<file path="config.mk">
export PLATFORM = sky130hd
export DESIGN_NAME = bit_serializer
export DESIGN_NICKNAME = d
export VERILOG_FILES = /design/src/rtl/seq_pkg.sv /design/src/rtl/bit_serializer.sv
export SDC_FILE = /design/constraint.sdc
export NUM_CORES = 1
export LEC_CHECK = 0
export CAP_MARGIN = 5
export CORE_UTILIZATION = 51
export DETAILED_ROUTE_END_ITERATION = 10
export MAX_ROUTING_LAYER = met4
export PLACE_DENSITY_LB_ADDON = 0.25
export SYNTH_ARGS = -nofsm -noshare
export SYNTH_HDL_FRONTEND = slang
export SYNTH_SLANG_ARGS = --single-unit
</file>
<file path="constraint.sdc">
create_clock -name clk -period 2.36 [get_ports clk]
set_input_delay 0.472 -clock clk [delete_from_list [all_inputs] [get_ports clk]]
set_output_delay 0.472 -clock clk [all_outputs]
set_load 0.005 [all_outputs]
</file>
<file path="src/rtl/seq_pkg.sv">
// Shared types and constants for the 1011 detector slice.
// Used by the serializer and by the detector's bench.
package seq_pkg;

    typedef enum logic {
        S_IDLE,
        S_SHIFT
    } ser_state_t;

    localparam logic SER_IDLE_LEVEL = 1'b0;

endpackage

</file>
<file path="src/rtl/bit_serializer.sv">
// Parallel-in/serial-out feeder for the 1011 detector.
// Words stream back-to-back when a load lands on the last bit.
module bit_serializer
    import seq_pkg::*;
#(
    parameter int WIDTH     = 8,
    parameter bit MSB_FIRST = 1'b1
) (
    input  logic             clk,
    input  logic             rst,
    input  logic [WIDTH-1:0] data_in,
    input  logic             load_valid,
    output logic             load_ready,
    output logic             x,
    output logic             x_valid,
    output logic             last
);

    localparam int CW = $clog2(WIDTH);
    localparam logic [CW-1:0] CNT_TOP = CW'(WIDTH - 1);

    ser_state_t       state;
    ser_state_t       state_nxt;
    logic [WIDTH-1:0] shreg;
    logic [WIDTH-1:0] shreg_nxt;
    logic [CW-1:0]    cnt;
    logic [CW-1:0]    cnt_nxt;
    logic             x_nxt;
    logic             accept;
    logic             cnt_zero;

    assign cnt_zero   = (cnt == '0);
    assign x_valid    = (state == S_SHIFT);
    assign last       = x_valid && cnt_zero;
    assign load_ready = !x_valid || cnt_zero;
    assign accept     = load_valid && load_ready;

    // State, shift register, bit counter and serial output register
    always_ff @(posedge clk) begin
        if (rst) begin
            state <= S_IDLE;
            shreg <= '0;
            cnt   <= '0;
            x     <= SER_IDLE_LEVEL;
        end else begin
            state <= state_nxt;
            shreg <= shreg_nxt;
            cnt   <= cnt_nxt;
            x     <= x_nxt;
        end
    end

    // Next state: load on accept, otherwise rotate out the remaining bits
    always_comb begin
        state_nxt = state;
        shreg_nxt = shreg;
        cnt_nxt   = cnt;
        x_nxt     = x;
        if (accept) begin
            state_nxt = S_SHIFT;
            shreg_nxt = data_in;
            cnt_nxt   = CNT_TOP;
            x_nxt     = MSB_FIRST ? data_in[WIDTH-1] : data_in[0];
        end else begin
            unique case (state)
                S_IDLE: begin
                    x_nxt = SER_IDLE_LEVEL;
                end
                S_SHIFT: begin
                    if (!cnt_zero) begin
                        // Rotate so every bit stays live; only the
                        // bits ahead of the output end are ever used.
                        if (MSB_FIRST) begin
                            shreg_nxt = {shreg[WIDTH-2:0], shreg[WIDTH-1]};
                            x_nxt     = shreg[WIDTH-2];
                        end else begin
                            shreg_nxt = {shreg[0], shreg[WIDTH-1:1]};
                            x_nxt     = shreg[1];
                        end
                        cnt_nxt = cnt - CW'(1);
                    end else begin
                        state_nxt = S_IDLE;
                        x_nxt     = SER_IDLE_LEVEL;
                    end
                end
                default: begin
                    state_nxt = S_IDLE;
                    x_nxt     = SER_IDLE_LEVEL;
                end
            endcase
        end
    end

endmodule
</file>
Word-level counts from Yosys, hierarchy flattened
Index checks and enable logic that the tools add are counted.
{"block": "word_totals", "out_inout_bits": 4, "elab_cells": 26, "ff_bits": 13}
{"block": "op_classes", "reduce_logical": 7, "n_bitwise": 1, "n_addsub": 1, "muxes": 12, "n_eq_ne": 1}
{"operator": "2-to-1 mux 8 bit", "count": 3}
{"operator": "2-to-1 mux 3 bit", "count": 3}
{"operator": "2-to-1 mux 1 bit", "count": 5}
{"operator": "zero test 3 bit", "count": 1}
{"operator": "subtractor 3 x 1 -> 3 bit (second input constant)", "count": 1}
{"operator": "logical AND 1 bit", "count": 2}
{"operator": "inequality test 2 bit (second input constant)", "count": 1}
{"operator": "one-hot mux 1 bit (2 select lines)", "count": 1}
{"operator": "AND reduction 2 bit", "count": 1}
{"operator": "nonzero test 2 bit", "count": 1}
{"operator": "zero test 1 bit", "count": 1}
{"operator": "logical OR 1 bit", "count": 1}
{"operator": "inverter 1 bit", "count": 1}

Longest topological paths before layout
{"block": "logic_depth", "ltp_word": 5, "mapped_depth": 7, "ltp_nobuf": 5}

Worst setup path before layout
OpenSTA, ideal clock, no wires.
{"block": "synth_path", "path_type": "reg-to-output", "start": "register cnt[0]", "end": "output last", "setup_slack_ps": 871, "n_path_buf": 2, "path_stages_with_launch": 7, "t_arrival_ps": 1017, "required_ps": 1888, "cell_sequence": "dfxtp_1 > inv_1 > ha_1 > nand2b_4 > buf_6 > buf_12 > nor2_1"}
{"block": "synth_via", "elab_chain_len": 2}
{"item": "start: declaration", "line_no": "bit_serializer.sv:26", "rtl": "logic [CW-1:0] cnt;"}
{"item": "start signal: assignment", "line_no": "bit_serializer.sv:48", "rtl": "cnt <= cnt_nxt;"}
{"item": "zero test 3 bit", "line_no": "bit_serializer.sv:32", "rtl": "assign cnt_zero = (cnt == '0);"}
{"item": "logical AND 1 bit", "line_no": "bit_serializer.sv:34", "rtl": "assign last = x_valid && cnt_zero;"}
{"item": "end: declaration", "line_no": "bit_serializer.sv:16", "rtl": "output logic last"}
No other way between the ends.

Worst setup path in the final report
{"block": "layout_path", "start": "register cnt[0]", "end": "output load_ready"}
{"block": "layout_via", "elab_chain_len": 2}
{"item": "zero test 3 bit", "line_no": "bit_serializer.sv:32"}
{"item": "logical OR 1 bit", "line_no": "bit_serializer.sv:35", "rtl": "assign load_ready = !x_valid || cnt_zero;"}
{"item": "end: declaration", "line_no": "bit_serializer.sv:13", "rtl": "output logic load_ready,"}
No other way between the ends.

==> run_summary.xml <==
<?xml version="1.0" encoding="UTF-8"?>
<metrics>
  <group name="status">
    <metric name="status" unit="">finished, final reports clean</metric>
  </group>
  <group name="sta">
    <metric name="pin_slew_with_the_least_headroom_to_its_limit" unit="ps">558</metric>
    <metric name="min_period_over_period" unit="%">92.4</metric>
    <metric name="timing.final.crit_period" unit="ps">2180</metric>
    <metric name="timing.final.max_slew_violations" unit="">0</metric>
    <metric name="achievable-frequency" unit="MHz">458</metric>
    <metric name="timing.max_slew.rel_slack" unit="%">62.7</metric>
    <metric name="hold_slack" unit="ps">486</metric>
    <metric name="tns" unit="ps">0</metric>
    <metric name="finalClockSkew" unit="ps">0.513</metric>
    <metric name="setup_violations" unit="">0</metric>
    <metric name="finalHoldViolations" unit="">0</metric>
    <metric name="unrepaired_setup_endpoints_after_global_routing" unit="">no</metric>
  </group>
  <group name="cts">
    <metric name="clockRootBuffer" unit="">sky130_fd_sc_hd__clkbuf_4</metric>
    <metric name="cts_hold_buf" unit="">0</metric>
    <metric name="ctsLongestPathBuffers" unit="">2</metric>
    <metric name="insertion_delay" unit="ps">280</metric>
    <metric name="cts_buffers" unit="">3</metric>
    <metric name="cts.sinks" unit="">13</metric>
    <metric name="cts_htree_levels" unit="">1</metric>
    <metric name="cts_tree" unit="">yes</metric>
    <metric name="clkTransAtPathRegs" unit="ps">80</metric>
  </group>
  <group name="synthesis">
    <metric name="synthCells" unit="">65</metric>
    <metric name="netlist.area_leader.share" unit="%">36.9</metric>
    <metric name="async_s_r_ff_share_synth" unit="%">0</metric>
    <metric name="avg_synthesized_cell_area" unit="um^2">10.9</metric>
    <metric name="netlist_top_cells_area" unit="">sky130_fd_sc_hd__dfxtp_1, sky130_fd_sc_hd__a221oi_2, sky130_fd_sc_hd__mux2i_1, sky130_fd_sc_hd__nor2_1, sky130_fd_sc_hd__ha_1</metric>
    <metric name="synth_enable_flop_cells" unit="">0</metric>
    <metric name="synth_warnings" unit="">0</metric>
    <metric name="synth_top_cell_by_area" unit="">sky130_fd_sc_hd__dfxtp_1</metric>
    <metric name="ys_dominant_reg_cell" unit="">sky130_fd_sc_hd__dfxtp_1</metric>
    <metric name="syn-cell-area" unit="um^2">706</metric>
    <metric name="syn-num-nets" unit="">78</metric>
    <metric name="synth_cell_type_count" unit="">23</metric>
    <metric name="sequential_share_of_the_synthesized_area" unit="%">36.9</metric>
    <metric name="synthesis_stage_register_bit_count" unit="">13</metric>
  </group>
  <group name="power_and_ir_drop">
    <metric name="seq_power_share" unit="%">44.6</metric>
    <metric name="p_sw" unit="W">0.000171</metric>
    <metric name="power_switching_share" unit="%">30.1</metric>
    <metric name="total_power" unit="W">0.000570</metric>
    <metric name="clockPowerShare" unit="%">24.8</metric>
    <metric name="leakagePower" unit="nW">0.381</metric>
    <metric name="comb_power_share" unit="%">30.6</metric>
    <metric name="internal_power" unit="W">0.000398</metric>
    <metric name="power_per_cell_area" unit="nW/um^2">620</metric>
    <metric name="vdd_drop_max" unit="uV">405</metric>
  </group>
  <group name="cells_and_area">
    <metric name="most-common-layout-cells" unit="">sky130_fd_sc_hd__clkdlybuf4s50_1, sky130_fd_sc_hd__dfxtp_1, sky130_fd_sc_hd__nor2_1, sky130_fd_sc_hd__buf_4</metric>
    <metric name="number_of_nets_in_the_final_layout" unit="">101</metric>
    <metric name="most_common_cell_after_layout_fill_and_taps_aside" unit="">sky130_fd_sc_hd__clkdlybuf4s50_1</metric>
    <metric name="layout.cells.non_filler" unit="">102</metric>
    <metric name="antenna_cells" unit="">0</metric>
    <metric name="post_route_cells_drive_above_1_share" unit="%">29.9</metric>
    <metric name="layout.core_utilization" unit="%">70.6</metric>
    <metric name="area_growth_syn_to_layout" unit="%">30.1</metric>
  </group>
  <group name="die">
    <metric name="start_util" unit="%">54.2</metric>
    <metric name="coreArea" unit="um^2">1300</metric>
    <metric name="placement_rows" unit="">13</metric>
    <metric name="die_h" unit="um">39.2</metric>
    <metric name="die_w" unit="um">39.2</metric>
    <metric name="top_level_ports" unit="">15</metric>
    <metric name="design.die.area" unit="um^2">1540</metric>
  </group>
  <group name="route">
    <metric name="drtPass1Iterations" unit="">4</metric>
    <metric name="drt-initial-drc-count" unit="">4</metric>
    <metric name="post_drt_wl_per_cell" unit="um">14.4</metric>
    <metric name="route.detailed.vias_per_inst" unit="">5.56</metric>
    <metric name="postRouteAntennaNets" unit="">0</metric>
    <metric name="wirelength" unit="um">1470</metric>
    <metric name="post-route-drc-count" unit="">0</metric>
    <metric name="total_number_of_vias" unit="">567</metric>
  </group>
  <group name="worst_hold_path">
    <metric name="min_path_type" unit="">reg2reg</metric>
    <metric name="source_of_the_worst_hold_timing_path" unit="">shreg[6]</metric>
  </group>
  <group name="critical_path">
    <metric name="worst-endpoint-required" unit="ps">1890</metric>
    <metric name="standard_cell_with_the_maximum_stage_delay_on_the_critical_path" unit="">sky130_fd_sc_hd__clkdlybuf4s50_1</metric>
    <metric name="arrival" unit="ps">1710</metric>
    <metric name="crit_path_start_kind" unit="">flip-flop</metric>
    <metric name="crit_path_cell_trace" unit="">inv_1 -&gt; ha_1 -&gt; nand2b_4 -&gt; nand2_8 -&gt; clkdlybuf4s50_1</metric>
    <metric name="worstSetupPathType" unit="">reg2out</metric>
    <metric name="r2r-start" unit="">cnt[0]</metric>
    <metric name="critical_path.startpoint" unit="">cnt[0]</metric>
    <metric name="critical_path.endpoint_type" unit="">output port</metric>
    <metric name="critical_path_maximum_fanout" unit="">10</metric>
    <metric name="critical_path.max_stage_delay" unit="ps">510</metric>
  </group>
  <group name="global_routing">
    <metric name="pin_count_of_the_biggest_net_entering_global_routing" unit="">17</metric>
    <metric name="grt_antenna_before_repair" unit="">0</metric>
    <metric name="grt_pass1_vias" unit="">488</metric>
    <metric name="grt_remaining_overflow" unit="">0</metric>
    <metric name="globalRouteTotalUtil" unit="%">20.3</metric>
    <metric name="wire_length_of_the_first_global_routing_pass" unit="um">2020</metric>
  </group>
  <group name="place">
    <metric name="detailed_placer_s_ending_hpwl" unit="um">911</metric>
    <metric name="weighted_congestion_reported_at_the_end_of_routability_driven_placement" unit="">0.672</metric>
    <metric name="dp.cells" unit="">91</metric>
    <metric name="numPortBuffers" unit="">14</metric>
  </group>
  <group name="job">
    <metric name="maxCapViolations" unit="">0</metric>
  </group>
</metrics>
==> final timing paths <==
path / end / slack, ps / depth (start not counted)
hold reg to reg: x / 490 / 2
setup / recovery: load_ready / 180 / 5
hold / removal: x / 490 / 2
setup reg to reg: cnt[1] / 940 / 6
==> stage by stage <==
step	cell area, um^2	setup slack [ps]
5_1_grt	918	72.7
3_5_place_dp	831	379
4_1_cts	857	72.3
2_1_floorplan	706	871
6_report	918	178
3_3_place_gp	831	394
==> power groups by stage <==
stage / registers, W / logic (W) / clock network [W]
floorplan: 0.000256 / 0.000116 / 0
global placement: 0.000258 / 0.000141 / 0
detailed placement: 0.000259 / 0.000144 / 0
CTS: 0.000254 / 0.000144 / 0.000146
global route: 0.000257 / 0.000190 / 0.000151
finish: 0.000254 / 0.000174 / 0.000141
==> cell usage after synthesis (2+ instances only) <==
cell type                  instances
sky130_fd_sc_hd__dfxtp_1          13
sky130_fd_sc_hd__nor2_1            9
sky130_fd_sc_hd__a221oi_2          7
sky130_fd_sc_hd__mux2i_1           7
sky130_fd_sc_hd__inv_1             4
sky130_fd_sc_hd__a211oi_1          3
sky130_fd_sc_hd__a21o_1            2
sky130_fd_sc_hd__a21oi_1           2
sky130_fd_sc_hd__a21oi_2           2
sky130_fd_sc_hd__buf_2             2
sky130_fd_sc_hd__ha_1              2
==> kinds of logic (layout without fill, tap and decap cells) <==
logic type / Yosys count / after routing / synth area share, %
AO/OA/AOI/OAI: 19 / 19 / 28.7
adder cells (fa/ha/maj): 2 / 2 / 3.55
buffers and inverters: 9 / 31 / 9.04
flip-flops: 13 / 13 / 36.9
multiplexers: 7 / 7 / 9.93
AND/OR/NAND/NOR: 15 / 15 / 11.9
==> critical path, delay by kind of cell, from the launching register on <==
kind / cells / cell delay, ps
DFF: 1 / 310
adders and majority gates: 1 / 230
buffers and inverters: 2 / 600
and+or+nand+nor: 2 / 280
==> registers in the layout, indices dropped and copies added, names as in the netlist <==
register	cells
shreg	8
cnt	3
x	1
x_valid	1
==> routing by layer <==
metal / routed length [um] / vias to the layer above / track usage [%]
li1: - / 286 / -
met2: 752 / 9 / 32.9
met4: 18 / 0 / 10.3
met5: 0 / - / -
met1: 650 / 270 / 23.9
met3: 44 / 2 / 3.47
==> final cells by class <==
class	count	area (um^2)
Inverter	4	15.0
Tap cell	15	18.8
Fill cell	106	383
Timing Repair Buffer	23	208
Multi-Input combinational cell	43	390
Sequential cell	13	260
Clock buffer	4	26.3
==> timing repair <==
action | CTS | global route
gates resized for setup | 0 | 1
endpoints found under the setup margin | 0 | 1
setup buffers | 0 | 7
Note: power is estimated with default switching activity, not from simulation.
